## config.mk

```make
export PLATFORM = sky130hd
export DESIGN_NAME = imm_encoder
export DESIGN_NICKNAME = d
export VERILOG_FILES = /design/src/rtl/imm_encoder.sv
export SDC_FILE = /design/constraint.sdc
export NUM_CORES = 1
export LEC_CHECK = 0
export CAP_MARGIN = 20
export CORE_MARGIN = 4
export CORE_UTILIZATION = 44
export CTS_CLUSTER_SIZE = 20
export DETAILED_ROUTE_END_ITERATION = 16
export HOLD_SLACK_MARGIN = 0.02
export MAX_ROUTING_LAYER = met4
export PLACE_DENSITY_LB_ADDON = 0.05
export SYNTH_ARGS = -nofsm -noshare
export SYNTH_HDL_FRONTEND = slang
export SYNTH_SLANG_ARGS = --single-unit
```

## constraint.sdc

```tcl
create_clock -name clk -period 3.65 [get_ports clk]
set_clock_uncertainty 0.1 [all_clocks]
set_input_delay 0.5475 -clock clk [delete_from_list [all_inputs] [get_ports clk]]
set_output_delay 0.5475 -clock clk [all_outputs]
set_load 0.01 [all_outputs]
```

## src/rtl/imm_encoder.sv

```systemverilog
// RV32I immediate encoder: splices a 32-bit immediate into the field slots of an
// instruction template, with range checking, a write-address counter and an error counter.
module imm_encoder #(
   parameter int ADDR_W     = 8,
   parameter int START_ADDR = 0
) (
   input  logic              clk,
   input  logic              rstn,
   input  logic              clear,
   input  logic              in_valid,
   output logic              in_ready,
   input  logic [5:0]        in_fmt,
   input  logic [31:0]       in_imm,
   input  logic [31:0]       in_instr,
   output logic              out_valid,
   input  logic              out_ready,
   output logic [31:0]       out_instr,
   output logic [ADDR_W-1:0] out_addr,
   output logic              out_err,
   output logic [7:0]        err_cnt,
   output logic              busy
);

   localparam logic [5:0] F_SHAMT = 6'b100000;
   localparam logic [5:0] F_I     = 6'b010000;
   localparam logic [5:0] F_S     = 6'b001000;
   localparam logic [5:0] F_B     = 6'b000100;
   localparam logic [5:0] F_U     = 6'b000010;
   localparam logic [5:0] F_J     = 6'b000001;

   localparam logic [ADDR_W-1:0] L_START = START_ADDR[ADDR_W-1:0];

   logic              r_a_valid;
   logic [5:0]        r_a_fmt;
   logic [31:0]       r_a_imm;
   logic [31:0]       r_a_instr;
   logic              r_a_err;

   logic              r_out_valid;
   logic [31:0]       r_out_instr;
   logic              r_out_err;
   logic [ADDR_W-1:0] r_addr;
   logic [7:0]        r_err_cnt;

   logic              w_b_free;
   logic              w_in_hs;
   logic              w_a_to_b;
   logic              w_out_hs;
   logic              w_eq11;
   logic              w_eq12;
   logic              w_eq20;
   logic              w_in_err;
   logic [31:0]       w_pack;

   assign w_b_free = !r_out_valid || out_ready;
   assign in_ready = !r_a_valid || w_b_free;
   assign w_in_hs  = in_valid && in_ready;
   assign w_a_to_b = r_a_valid && w_b_free;
   assign w_out_hs = r_out_valid && out_ready;

   // Sign-extension checks: the named upper bits must be all ones or all zeros.
   assign w_eq11 = (&in_imm[31:11]) | ~(|in_imm[31:11]);
   assign w_eq12 = (&in_imm[31:12]) | ~(|in_imm[31:12]);
   assign w_eq20 = (&in_imm[31:20]) | ~(|in_imm[31:20]);

   always_comb begin
      w_in_err = 1'b1;
      case (in_fmt)
         F_SHAMT:  w_in_err = |in_imm[31:5];
         F_I, F_S: w_in_err = !w_eq11;
         F_B:      w_in_err = in_imm[0] | !w_eq12;
         F_U:      w_in_err = |in_imm[11:0];
         F_J:      w_in_err = in_imm[0] | !w_eq20;
         default:  w_in_err = 1'b1;
      endcase
   end

   // Packing happens between the stages so stage A only carries raw request fields.
   always_comb begin
      w_pack = r_a_instr;
      case (r_a_fmt)
         F_SHAMT: w_pack[24:20] = r_a_imm[4:0];
         F_I:     w_pack[31:20] = r_a_imm[11:0];
         F_S: begin
            w_pack[31:25] = r_a_imm[11:5];
            w_pack[11:7]  = r_a_imm[4:0];
         end
         F_B: begin
            w_pack[31]    = r_a_imm[12];
            w_pack[30:25] = r_a_imm[10:5];
            w_pack[11:8]  = r_a_imm[4:1];
            w_pack[7]     = r_a_imm[11];
         end
         F_U:     w_pack[31:12] = r_a_imm[31:12];
         F_J: begin
            w_pack[31]    = r_a_imm[20];
            w_pack[30:21] = r_a_imm[10:1];
            w_pack[20]    = r_a_imm[11];
            w_pack[19:12] = r_a_imm[19:12];
         end
         default: w_pack = r_a_instr;
      endcase
   end

   always_ff @(posedge clk or negedge rstn) begin
      if (!rstn) begin
         r_a_valid   <= 1'b0;
         r_a_fmt     <= '0;
         r_a_imm     <= '0;
         r_a_instr   <= '0;
         r_a_err     <= 1'b0;
         r_out_valid <= 1'b0;
         r_out_instr <= '0;
         r_out_err   <= 1'b0;
         r_addr      <= L_START;
         r_err_cnt   <= '0;
      end else if (clear) begin
         r_a_valid   <= 1'b0;
         r_out_valid <= 1'b0;
         r_addr      <= L_START;
         r_err_cnt   <= '0;
      end else begin
         if (w_in_hs) begin
            r_a_valid <= 1'b1;
            r_a_fmt   <= in_fmt;
            r_a_imm   <= in_imm;
            r_a_instr <= in_instr;
            r_a_err   <= w_in_err;
         end else if (w_a_to_b) begin
            r_a_valid <= 1'b0;
         end

         if (w_a_to_b) begin
            r_out_valid <= 1'b1;
            r_out_instr <= w_pack;
            r_out_err   <= r_a_err;
         end else if (out_ready) begin
            r_out_valid <= 1'b0;
         end

         if (w_out_hs) begin
            r_addr <= r_addr + ADDR_W'(1);
            if (r_out_err && (r_err_cnt != 8'hFF))
               r_err_cnt <= r_err_cnt + 8'd1;
         end
      end
   end

   assign out_valid = r_out_valid;
   assign out_instr = r_out_instr;
   assign out_err   = r_out_err;
   assign out_addr  = r_addr;
   assign err_cnt   = r_err_cnt;
   assign busy      = r_a_valid | r_out_valid;

endmodule

```

==> run summary, run 1 <==
Min-delay worst type - in2async
N_diodes - 0
Maximum clock frequency - 391 MHz
Sw frac - 0.243
Total track usage - 0.197
Startpoint Class - primary input
Placed Instances - 746
Post-synth EDFFs - 0
Cts hold-fix bufs - 0
Logic pwr share - 0.174
Req. time, crit path - 3.00 ns
Fin Hold WS - 0.123 ns
Routed WL per cell - 16.9 microns
Overall power - 4.18 mW
Arrival @ worst endpoint - 1.91 ns
Largest net degree at the start of global routing - 73
Root buffer cell - clkbuf_16
Initial core utilization - 0.454
Reg power frac - 0.410
Outcome - finished clean
Core Area - 0.0121 sq mm
Count of final setup violators - 0
Detail Placement HPWL - 9360 microns
Max-cap check violation count - 0
Max stage delay on crit path - 0.50 ns
Layout cells sized above 1 - 0.189
Routed Antenna Nets - 0
Nets - 674
WS Path Type - in2out
Rel. slew slack - 0.323
Crit share post-route - 0.701
NetSw - 1.02 mW
RSZ-0062 raised after global routing - false
Grt total ovfl - 0
Worst Path Max Fanout - 5
Static Leak - 3.23 nW
Synth-to-layout area growth - 37.0%
Via density - 5.23
FFs w/ async S/R, synth - 1.00
I/O Buffers - 126
Ys Warns - 0
Mapped Area - 0.00550 sq mm
Via count - 4057
Vias in the first global route - 4212
Endpoint class of the critical path - output port
Crit path top cell by count - clkdlybuf4s50_1
Die ar. - 0.0144 sq mm
Slowest CP cell - clkdlybuf4s50_1
CTS tree - yes
Die width - 120 microns
1st-pass router iterations - 4
P per Cell Area - 554 mW/mm^2
CTS Buf Count - 17
Postcts setup bufs - 0
Finished Layout Cells - 776
Gates resized, CTS repair - 0
I/O pins - 127
Worst-path clk slew - 0.05 ns
Worst-Skew Late Latency - 0.41 ns
Iter 0 DRT Violations - 298
Antenna violations before repair - 0
Ys flop type - dfrtp_1
Register area share after synthesis - 0.555
Clock Power Share - 0.416
H-tree lvl count - 4
Total wire length - 13100 microns
Worst vdd ir - 0.313 mV
FP Rows - 40
Final Max Tran Viols - 0
Yosys reg bits - 122
GP Congestion - 0.791
Clk sink count - 122
P_int - 3.16 mW
Post-Synthesis Cells - 474
First-pass GRT wire length - 21600 microns
CP cell instances - clkdlybuf4s50_1 -> nor2b_1 -> nand2_1 -> clkdlybuf4s50_1
Remaining DRCs - 0
Fin. Hold Viols - 0
Syn_area_per_cell - 11.6 sq um
Crit path time final - 2.56 ns
DIE HEIGHT - 120 microns
Fin util - 0.622
Setup tns final - 0 ns
Post-Syn Nets - 551
Worst slew pin tran - 1.01 ns
Clock buffer depth - 2
Synth unique cells - 51
[metrics by stage]
stage	area (sq um)	setup WS, ns
CTS	7540	1.10
global placement	6920	1.04
finish	7540	1.09
global route	7540	1.00
detailed placement	6920	0.964
floorplan	5500	1.55
[kinds of logic after synthesis]
kind of cell | after synthesis | synth area share
XOR/XNOR | 19 | 0.0302
AO/OA/AOI/OAI | 64 | 0.0766
multiplexers | 85 | 0.171
flip-flops | 122 | 0.555
buffers and inverters | 31 | 0.0255
adder cells (fa/ha/maj) | 2 | 0.00455
AND/OR/NAND/NOR | 151 | 0.138
[power groups by stage]
stage          combinational (mW)  clock [mW]  sequential (mW)
4_1_cts                     0.739        1.77             1.71
5_1_grt                     0.800        1.83             1.74
6_report                    0.726        1.74             1.71
3_5_place_dp                0.736           0             1.74
3_3_place_gp                0.715           0             1.73
2_1_floorplan               0.336           0             1.73
[worst paths after layout]
| check | from | to | slack [ns] | cells after the start |
|---|---|---|---|---|
| worst max-delay path | out_ready | in_ready | 1.09 | 4 |
| worst min-delay path | rstn | err_cnt[5] | 0.12 | 1 |
| worst max register to register | r_a_fmt[3] | out_instr[31] | 1.32 | 6 |
| worst min register to register | r_a_instr[0] | out_instr[0] | 0.36 | 2 |
| max in group asynchronous | rstn | r_a_imm[6] | 2.49 | 2 |
| min in group clk | r_a_instr[0] | out_instr[0] | 0.36 | 2 |
[worst max-delay path: cells and delay by family]
family        cells  cell delay [ns]
simple gates      2             0.43
buf+inv           2             0.93
[synthesized netlist by cell type (all sizes together), types with 3 or more instances]
library cell	n	share of area
dfrtp	122	0.55
mux2	70	0.14
nand2	60	0.041
nor2	36	0.025
o21ai	26	0.024
clkbuf	16	0.011
mux2i	15	0.027
xor2	14	0.022
buf	12	0.012
a21oi	8	0.0073
nor3	8	0.0073
nand4	7	0.0080
nor4	7	0.0080
a221oi	6	0.0095
a22oi	6	0.0082
a31oi	6	0.0068
nand3	6	0.0055
nor4b	5	0.013
or4	5	0.0068
xnor2	5	0.0080
and3	4	0.0045
inv	3	0.0020
[routing by layer]
metal	vias up	GRT usage	wire, microns
li1	1936	-	-
met1	2016	0.251	5990
met2	91	0.313	6540
met3	14	0.0467	455
met4	0	0.0623	153
met5	-	-	0
[cell type report]
class / instances / area, sq um
clock inverter: 7 / 113
clock buffer: 23 / 508
fill: 1023 / 4570
inverter: 3 / 11.3
multi-input combinational: 321 / 2310
timing repair buffer: 132 / 1330
tap: 168 / 210
sequential: 122 / 3050
[registers in the layout, summed over array words and instances, names as in the netlist]
name,flops
out_instr,32
r_a_imm,32
r_a_instr,32
err_cnt,8
out_addr,8
r_a_fmt,6
out_err,1
out_valid,1
r_a_err,1
r_a_valid,1
[cell usage in the layout, fill, tap and decap left out, drive strengths merged, types with 7 or more instances in the layout]
cell type,netlist,layout
a21oi,8,8
buf,12,7
clkbuf,16,23
clkdlybuf4s50,0,125
dfrtp,122,122
mux2,70,70
mux2i,15,15
nand2,60,60
nand4,7,7
nor2,36,36
nor3,8,8
nor4,7,7
o21ai,26,26
xor2,14,14
Note: power is estimated with default switching activity, not from simulation.
==> run 2, diff against run 1 <==
- clock period: 3.65 -> 2.4 ns (I/O delays scaled with it)
==> run 2 against run 1 <==
First-iteration DRC count shrank 39%. Count of clock-buffer cells in the layout shrank 4. Sequential cell count unchanged. Clock power rose by 54%. Combinational power grew 61%. Sequential share of layout area fell by 1.2 points. Largest cell class unchanged.
==> run summary, run 2 (synthesized netlist as in run 1, its figures left out) <==
Max-cap check violation count - 0 (unchanged)
Nets - 696 (+3.3%)
First-pass GRT wire length - 22100 microns (+2.7%)
Layout cells sized above 1 - 0.218 (+0.0292)
Static Leak - 3.36 nW (+4.0%)
Remaining DRCs - 0 (unchanged)
Die width - 120 microns (unchanged)
Gates resized, CTS repair - 0 (unchanged)
Most common cell after layout, fill and taps aside - clkdlybuf4s50_1
Via density - 5.19 (-0.78%)
Total wire length - 13100 microns (about the same)
Core Area - 0.0121 sq mm (unchanged)
Count of final setup violators - 0 (unchanged)
GP Congestion - 0.773 (-2.3%)
Clock buffer depth - 2 (unchanged)
P per Cell Area - 828 mW/mm^2 (+49%)
Fin. Hold Viols - 0 (unchanged)
Outcome - finished clean
DIE HEIGHT - 120 microns (unchanged)
Crit path time final - 2.18 ns
I/O pins - 127 (unchanged)
FP Rows - 40 (unchanged)
Die ar. - 0.0144 sq mm (unchanged)
Clk sink count - 122 (unchanged)
H-tree lvl count - 4 (unchanged)
Delay-heaviest family, CP - simple AND/OR/NAND/NOR gates
N_diodes - 0 (unchanged)
Worst-Skew Late Latency - 0.42 ns (about the same)
Min-delay worst type - in2async
CP bufs+invs - 1 (-1)
Startpoint Class - register
Routed WL per cell - 16.4 microns (-3.0%)
Detail Placement HPWL - 9760 microns (+4.2%)
Worst-path clk slew - 0.05 ns (about the same)
Worst slew pin tran - 0.800 ns (-0.210 ns)
CTS tree - yes
Via count - 4150 (+2.3%)
Setup tns final - 0 ns (unchanged)
Postcts setup bufs - 0 (unchanged)
Root buffer cell - clkbuf_16
Grt total ovfl - 0 (unchanged)
Endpoint class of the critical path - register
Iter 0 DRT Violations - 181 (-39%)
Synth-to-layout area growth - 41.1%
Crit share post-route - 0.908
Worst vdd ir - 0.550 mV (+76%)
Routed Antenna Nets - 0 (unchanged)
RSZ-0062 raised after global routing - false
Arrival @ worst endpoint - 2.41 ns (+0.50 ns)
Most frequent cells in the layout - 125 x clkdlybuf4s50_1, 122 x dfrtp_1, 70 x mux2_2, 60 x nand2_1, 35 x nor2_1
Initial core utilization - 0.454 (unchanged)
Overall power - 6.43 mW (+54%)
Maximum clock frequency - 459 MHz
Slowest CP cell - nor3_1
Req. time, crit path - 2.64 ns (-0.36 ns)
I/O Buffers - 126 (unchanged)
Cts hold-fix bufs - 1 (+1)
1st-pass router iterations - 4 (unchanged)
Largest net degree at the start of global routing - 61 (-16%)
CTS Buf Count - 17 (unchanged)
WS Path Type - reg2reg
Antenna violations before repair - 0 (unchanged)
Rel. slew slack - 0.463 (+0.140)
Worst Path Max Fanout - 9 (+4)
Total track usage - 0.203 (+0.00679)
Vias in the first global route - 4288 (+1.8%)
CP cell instances - buf_4 -> xor2_1 -> o21a_1 -> mux2i_1 -> nor3_1 -> a221oi_1 -> a21oi_1
Final Max Tran Viols - 0 (unchanged)
Max stage delay on crit path - 0.62 ns (+0.12 ns)
run 2: cell types whose count changed in the layout (fill, tap and decap cells not counted):
cell           delta
buf_4            +17
buf_12            +4
clkinv_2          +3
clkinv_4          +1
clkinvlp_4        +1
dlygate4sd3_1     +1
clkbuf_8          -4
bufinv_16         +1
run 2: routing by layer:
metal	track usage	routed length, microns	vias up
met5	-	0	-
met4	0.0744	195	0
met3	0.0448	496	18
met2	0.318	6510	103
met1	0.262	5930	2047
li1	-	-	1982
run 2: worst reg2reg max path, stage by stage, from the launching register on:
cell and delay (ns):
dfrtp_1 0.37, buf_4 0.16, xor2_1 0.19, o21a_1 0.17, mux2i_1 0.07, nor3_1 0.62
a221oi_1 0.20, a21oi_1 0.21
run 2: path summary, 6_finish.rpt:
check | to | start | cells past startpoint | slack, ns
worst min-delay path | err_cnt[3] | rstn | 2 | 0.32
worst min register to register | out_instr[1] | r_a_instr[1] | 2 | 0.36
max in group asynchronous | out_instr[3] | rstn | 3 | 1.19
worst max-delay path | out_instr[28] | r_a_fmt[3] | 7 | 0.22
worst max register to register | out_instr[28] | r_a_fmt[3] | 7 | 0.22
min in group clk | out_instr[1] | r_a_instr[1] | 2 | 0.36
run 2: area by class of cell:
class / instances / area, sq um
Fill cell: 1022 / 4350
Sequential cell: 122 / 3050
Multi-Input combinational cell: 321 / 2310
Timing Repair Buffer: 154 / 1550
Clock buffer: 19 / 453
Tap cell: 168 / 210
Clock inverter: 13 / 174
Inverter: 3 / 11.3
run 2: stage by stage:
step	std cells	setup WS [ns]	hold WS [ns]	utilization	instance area (sq um)
after floorplan	474	0.452	-0.0356	-	5500
after global placement	767	0.0618	0.218	0.588	7130
after detailed placement	767	0.0177	0.221	0.588	7130
after CTS	800	0.238	0.321	0.641	7760
after global routing	800	0.0544	0.346	0.641	7760
final	800	0.222	0.319	0.641	7760
run 2: report_power, final:
group / internal [mW] / switching [mW] / total, mW
logic: 0.682 / 0.484 / 1.17
clock network: 1.78 / 0.898 / 2.68
registers: 2.38 / 0.204 / 2.59
total: 4.84 / 1.59 / 6.43
